**src/rtl/popcount_pkg.sv**
```systemverilog
// ============================================================================
// Module      : popcount_pkg
// Description : Shared state encoding, chunk size and width helpers for the
//               iterative population-count unit.
// Revision    : 1.0 - initial release
// ============================================================================
`default_nettype none

package popcount_pkg;

    localparam int CHUNK = 7;

    typedef enum logic [1:0] {
        ST_IDLE  = 2'd0,
        ST_COUNT = 2'd1,
        ST_DONE  = 2'd2
    } state_t;

    function automatic int calc_nchunk(input int width);
        return (width + CHUNK - 1) / CHUNK;
    endfunction

    function automatic int calc_cw(input int width);
        return $clog2(width + 1);
    endfunction

endpackage

`default_nettype wire

```
**src/rtl/counter_3_2.sv**
```systemverilog
// ============================================================================
// Module      : counter_3_2
// Description : 3:2 counter (full adder) cell.
// Revision    : 1.0 - initial release
// ============================================================================
`default_nettype none

module counter_3_2 (
    input  logic a,
    input  logic b,
    input  logic c,
    output logic sum,
    output logic carry
);

    assign sum   = a ^ b ^ c;
    assign carry = (a & b) | (a & c) | (b & c);

endmodule

`default_nettype wire

```
**src/rtl/counter_7_3.sv**
```systemverilog
// ============================================================================
// Module      : counter_7_3
// Description : 7:3 counter built from four 3:2 cells; cnt = ones in x.
// Revision    : 1.0 - initial release
// ============================================================================
`default_nettype none

module counter_7_3 (
    input  logic [6:0] x,
    output logic [2:0] cnt
);

    logic w_s0, w_c0, w_s1, w_c1, w_c2;

    counter_3_2 u_fa0 (.a(x[0]), .b(x[1]), .c(x[2]), .sum(w_s0), .carry(w_c0));
    counter_3_2 u_fa1 (.a(x[3]), .b(x[4]), .c(x[5]), .sum(w_s1), .carry(w_c1));
    counter_3_2 u_fa2 (.a(w_s0), .b(w_s1), .c(x[6]), .sum(cnt[0]), .carry(w_c2));
    // The three weight-2 carries are summed into the weight-2 and weight-4 bits
    counter_3_2 u_fa3 (.a(w_c0), .b(w_c1), .c(w_c2), .sum(cnt[1]), .carry(cnt[2]));

endmodule

`default_nettype wire

```
**src/rtl/rca_acc.sv**
```systemverilog
// ============================================================================
// Module      : rca_acc
// Description : CW-bit ripple-carry adder of 3:2 cells, carry-in tied to 0.
// Revision    : 1.0 - initial release
// ============================================================================
`default_nettype none

module rca_acc #(
    parameter int CW = 5
) (
    input  logic [CW-1:0] a,
    input  logic [CW-1:0] b,
    output logic [CW-1:0] sum
);

    logic [CW-1:0] w_carry;

    assign w_carry[0] = 1'b0;

    // The running total never exceeds WIDTH, so the MSB carry-out is dropped
    for (genvar i = 0; i < CW; i++) begin : g_bit
        if (i < CW - 1) begin : g_cell
            counter_3_2 u_cell (
                .a     (a[i]),
                .b     (b[i]),
                .c     (w_carry[i]),
                .sum   (sum[i]),
                .carry (w_carry[i+1])
            );
        end else begin : g_msb
            assign sum[i] = a[i] ^ b[i] ^ w_carry[i];
        end
    end

endmodule

`default_nettype wire

```
**src/rtl/popcount_seq.sv**
```systemverilog
// ============================================================================
// Module      : popcount_seq
// Description : Iterative popcount, one 7-bit chunk per cycle via counter_7_3.
//               Optional macro POPCOUNT_EARLY_EXIT_EN ends counting once the
//               remaining chunks are all zero.
// Revision    : 1.0 - initial release
// ============================================================================
`default_nettype none

module popcount_seq
    import popcount_pkg::*;
#(
    parameter int WIDTH = 28
) (
    input  logic                               clk,
    input  logic                               rst,
    input  logic                               in_valid,
    output logic                               in_ready,
    input  logic [WIDTH-1:0]                   in_data,
    output logic                               out_valid,
    input  logic                               out_ready,
    output logic [popcount_pkg::calc_cw(WIDTH)-1:0] out_count
);

    localparam int NCHUNK = calc_nchunk(WIDTH);
    localparam int CW     = calc_cw(WIDTH);
    localparam int SRW    = NCHUNK * CHUNK;
    localparam int IW     = (NCHUNK > 1) ? $clog2(NCHUNK) : 1;

    state_t          r_state;
    state_t          w_state_next;
    logic [SRW-1:0]  r_sr;
    logic [SRW-1:0]  w_sr_shift;
    logic [CW-1:0]   r_acc;
    logic [IW-1:0]   r_idx;
    logic [2:0]      w_part;
    logic [CW-1:0]   w_part_ext;
    logic [CW-1:0]   w_sum;
    logic            w_last;

    counter_7_3 u_cnt (
        .x   (r_sr[CHUNK-1:0]),
        .cnt (w_part)
    );

    assign w_part_ext = CW'(w_part);

    rca_acc #(
        .CW (CW)
    ) u_acc (
        .a   (r_acc),
        .b   (w_part_ext),
        .sum (w_sum)
    );

    assign w_sr_shift = r_sr >> CHUNK;

`ifdef POPCOUNT_EARLY_EXIT_EN
    assign w_last = (r_idx == IW'(NCHUNK - 1)) || (w_sr_shift == '0);
`else
    assign w_last = (r_idx == IW'(NCHUNK - 1));
`endif

    always_ff @(posedge clk) begin
        if (rst) begin
            r_state <= ST_IDLE;
            r_sr    <= '0;
            r_acc   <= '0;
            r_idx   <= '0;
        end else begin
            r_state <= w_state_next;
            case (r_state)
                ST_IDLE: begin
                    if (in_valid) begin
                        r_sr  <= SRW'(in_data);
                        r_acc <= '0;
                        r_idx <= '0;
                    end
                end
                ST_COUNT: begin
                    r_acc <= w_sum;
                    r_sr  <= w_sr_shift;
                    r_idx <= r_idx + IW'(1);
                end
                default: ;
            endcase
        end
    end

    always_comb begin
        w_state_next = r_state;
        case (r_state)
            ST_IDLE:  if (in_valid)  w_state_next = ST_COUNT;
            ST_COUNT: if (w_last)    w_state_next = ST_DONE;
            ST_DONE:  if (out_ready) w_state_next = ST_IDLE;
            default:                 w_state_next = ST_IDLE;
        endcase
    end

    // rst gates in_ready directly so no word is offered while reset is held
    assign in_ready  = !rst && (r_state == ST_IDLE);
    assign out_valid = (r_state == ST_DONE);
    assign out_count = r_acc;

endmodule

`default_nettype wire
```
**config.mk**
```make
export PLATFORM = sky130hd
export DESIGN_NAME = popcount_seq
export DESIGN_NICKNAME = d
export VERILOG_FILES = /design/src/rtl/popcount_pkg.sv /design/src/rtl/counter_3_2.sv /design/src/rtl/counter_7_3.sv /design/src/rtl/rca_acc.sv /design/src/rtl/popcount_seq.sv
export SDC_FILE = /design/constraint.sdc
export NUM_CORES = 1
export LEC_CHECK = 0
export ABC_AREA = 0
export CAP_MARGIN = 20
export CORE_ASPECT_RATIO = 0.9
export CORE_MARGIN = 2
export CORE_UTILIZATION = 30
export CTS_BUF_LIST = sky130_fd_sc_hd__clkbuf_8
export CTS_CLUSTER_SIZE = 25
export DETAILED_ROUTE_END_ITERATION = 12
export GPL_TIMING_DRIVEN = 1
export SYNTH_ARGS = -nofsm -noshare
export SYNTH_HDL_FRONTEND = slang
export SYNTH_HIERARCHICAL = 1
export SYNTH_SLANG_ARGS = --single-unit
```
**constraint.sdc**
```tcl
create_clock -name clk -period 9.4 [get_ports clk]
set_clock_uncertainty 0.15 [all_clocks]
set_input_delay 1.88 -clock clk [delete_from_list [all_inputs] [get_ports clk]]
set_output_delay 1.88 -clock clk [all_outputs]
set_load 0.01 [all_outputs]
```
# Word-level counts from Yosys, hierarchy flattened

Index checks and enable logic that the tools add are counted.

Bits in registers: 37
Bits of input ports: 32

Reduce and logical (&&, ||, !) cells: 6
Bitwise gates (word level): 47
Multiplexer cells: 10
$add $sub $neg: 1
Equal/unequal tests: 6

Operators with widths:

| operator              | count |
|---|---|
| $pmux W28 S2          | 1 |
| $mux W28              | 1 |
| $and A1 B1 Y1         | 20 |
| $xor A1 B1 Y1         | 15 |
| $or A1 B1 Y1          | 12 |
| $pmux W5 S2           | 1 |
| $mux W2               | 4 |
| $pmux W2 S3           | 1 |
| $mux W5               | 1 |
| $eq A2 B2 Y1 const B  | 2 |
| $ne A2 B2 Y1 const B  | 2 |
| $pmux W2 S2           | 1 |
| $reduce_and A3 Y1     | 1 |
| $add A2 B1 Y2 const B | 1 |
| $eq A2 B1 Y1 const B  | 1 |
| $logic_not A2 Y1      | 1 |
| $ne A2 B1 Y1 const B  | 1 |
| $reduce_and A2 Y1     | 1 |
| $reduce_bool A2 Y1    | 1 |
| $logic_and A1 B1 Y1   | 1 |
| $logic_not A1 Y1      | 1 |

# Longest topological paths before layout

Depth in word-level cells: 15
Gate-level depth with buffers: 9
Gate-level depth less buffers: 9

# By module

Netlist, hierarchy kept.

By module, submodules not included:

| module       | area an instance (µm²) | cells an instance | times used | sequential area each (µm²) |
|---|---|---|---|---|
| popcount_seq | 1496.4                 | 158               | 1          | 740.7 |
| counter_3_2  | 20.0                   | 1                 | 8          | 0.0 |
| rca_acc      | 27.5                   | 2                 | 1          | 0.0 |

# Least setup slack after synthesis

Ideal clock, no wire load.

Kind: input-to-output
Start point: input rst
End point: output in_ready
Slack: 5038 ps
Required time: 7370 ps
Arrival: 2332 ps
Stages on the path: 2
Path through: clkbuf_1 nor3_1

Cells in the longest elaborated chain, start to end: 2

RTL lines:

| element             | line                | source |
|---|---|---|
| start: declaration  | popcount_seq.sv:16  | `input logic rst,` |
| $logic_not A1 Y1    | popcount_seq.sv:101 | `assign in_ready = !rst && (r_state == ST_IDLE);` |
| $logic_and A1 B1 Y1 | popcount_seq.sv:101 |  |
| end: declaration    | popcount_seq.sv:18  | `output logic in_ready,` |

Every way passes these cells.

# Worst setup path in the final report

Same ends and word-level chain as after synthesis.

==> impl_metrics.ini <==
[sta]
min_period_ns = 5.29
max_freq_mhz = 189
maxSlewHeadroom = 0.514
post-route-period-util = 0.563
tns_ns = 0
worst_pin_slew_ns = 0.727
rsz0062_at_grt = no
hold_viol = 0
setup_viol = 0
slew_violations = 0

[cts]
cts_setup_buffers = 0
holdBufCountCts = 0
clockRootBuffer = clkbuf_8
cts_resized = 0
cts.clk_slew.worst_paths_ns = 0.07
cts-htree-levels = 2
cts_tree = yes
cts_sinks = 37
cts_buffers = 5
clock_path_buffers = 2
clk_latency_ns = 0.29

[drt]
drt_wl_total_mm = 3.66
ant_nets = 0
drc = 0
first_pass_iters = 4
first_iter_violations = 122
post_drt_wl_per_cell_um = 13.4
via_count = 1332
viasPerCell = 4.88

[floorplanning]
num_rows = 25
dieArea_mm2 = 0.00623
top_level_ports = 39
die_w_um = 83.0
initial_core_util = 0.315
fp.dieH_um = 75.1
coreArea_mm2 = 0.00535

[grt]
grt_pass1_vias = 1351
antenna_found_initial = 0
grt.total_usage = 0.129
grt_pass1_wl_mm = 6.39
grt.overflow.total = 0
grt_start_max_net_pins = 39

[synth]
synthTopCellsByArea = dfxtp_1 (44%), o221a_2 (14%), fa_1 (9.5%)
syn_inst = 168
yosys_warnings = 6
synth_top_area_cell = dfxtp_1
synth_seq_cells = 37
syn_avg_cell_area_um2 = 10.0
synth.top_cell.area_share = 0.440
synthesis.area_mm2 = 0.00168
seq_area_frac_synth = 0.440
synth_cell_types = 19

[hold_path]
min_path_type = reg -> reg

[place]
port_buffers = 38
gp_congestion = 0.728
placed_cells = 263
dpl.hpwl_mm = 2.49

[cells_and_area]
nets = 246
layoutNonFillerInstCount = 273
diodes = 0
area_growth_pct = 32.6
drive_above_1_share = 0.170

[run_status]
status = completed

[worst_setup_path]
startpoint_type = input pin
endpoint_kind = output port
critPathMaxFanout = 38
arrival_ns = 3.26
timing_worst_setup_path_type = in -> out
critPathRequiredTime_ns = 7.37
rrSetupSlack_ns = 5.76

[power]
power_leakage_nw = 0.876
p_per_area_mw_per_mm2 = 174
vdd_drop_max_v = 0.0000775

[job]
maxCapViolCount = 0
[final cells by class]
| type | count | area (µm²) |
|---|---|---|
| Clock buffer | 7 | 96.3 |
| Clock inverter | 1 | 5.00 |
| Fill cell | 522 | 3120 |
| Inverter | 23 | 86.3 |
| Multi-Input combinational cell | 96 | 791 |
| Sequential cell | 37 | 741 |
| Tap cell | 67 | 83.8 |
| Timing Repair Buffer | 42 | 430 |
[Yosys cell counts, drive strengths merged]
master,number
ha,1
o221a,21
conb,2
a21oi,21
xor3,1
mux2i,2
inv,23
dfxtp,37
nor3,2
fa,8
nor2b,2
o21bai,1
nor3b,1
buf,9
nand2,1
nor2,18
clkbuf,4
a22oi,14
[power by group]
group,total [mW],internal [mW],switching (mW)
sequential,0.181,0.170,0.0103
combinational,0.0853,0.0490,0.0362
clock,0.122,0.0663,0.0553
[path summary, 6_finish.rpt]
kind	from	endpoint	depth (start not counted)
worst max-delay path	rst	in_ready	4
worst min-delay path	r_sr[26]	r_sr[26]	2
worst max register to register	r_sr[0]	out_count[4]	9
worst min register to register	r_sr[26]	r_sr[26]	2
[per-layer routing]
metal | wire, µm | global-route usage | vias to the layer above
met5 | 0 | 0 | -
met4 | 51 | 0.0437 | 0
met3 | 186 | 0.0471 | 5
met2 | 1650 | 0.205 | 32
met1 | 1770 | 0.166 | 634
li1 | - | - | 661
[sequential cells by signal (all words and copies together), names as in the netlist]
| name | cells |
|---|---|
| r_sr | 28 |
| out_count | 5 |
| r_idx | 2 |
| r_state | 2 |
[stage by stage]
step	hold WS (ns)	worst slack [ns]	area, µm²	utilization	total power, mW
detailed placement	0.336	4.10	2100	0.392	0.269
finish	0.349	4.11	2230	0.418	0.388
global placement	0.331	4.10	2100	0.392	0.266
CTS	0.356	4.10	2200	0.411	0.391
floorplan	0.315	5.04	1690	-	0.238
global route	0.379	4.01	2230	0.418	0.411
[worst max-delay path: stages]
cell             delay (ns)
clkdlybuf4s50_1        0.39
buf_4                  0.25
nor3_1                 0.17
clkdlybuf4s50_1        0.56
[cells in the final DEF, fill, tap and decap left out, drive strengths merged]
cell type      Yosys  routed
ha                 1       1
buf                9       4
inv               23      23
nor2              18      18
a21oi             21      21
o21bai             1       1
clkdlybuf4s50      0      38
nor3               2       2
nor2b              2       2
dfxtp             37      37
nand2              1       1
o221a             21      21
a22oi             14      14
mux2i              2       2
clkinv             0       1
conb               2       3
nor3b              1       1
fa                 8       8
xor3               1       1
clkbuf             4       7
[cell families (layout without fill, tap and decap cells)]
logic type / count (synthesis) / in the layout / share of synthesized area
AO/OA/AOI/OAI: 57 / 57 / 0.270
flip-flops: 37 / 37 / 0.440
buffers and inverters: 36 / 73 / 0.0943
AND/OR/NAND/NOR: 24 / 24 / 0.0631
adder cells (fa/ha/maj): 9 / 9 / 0.103
other: 2 / 3 / 0.00446
multiplexers: 2 / 2 / 0.0119
XOR/XNOR: 1 / 1 / 0.0141
No activity file was read; power rests on OpenSTA's default activity.
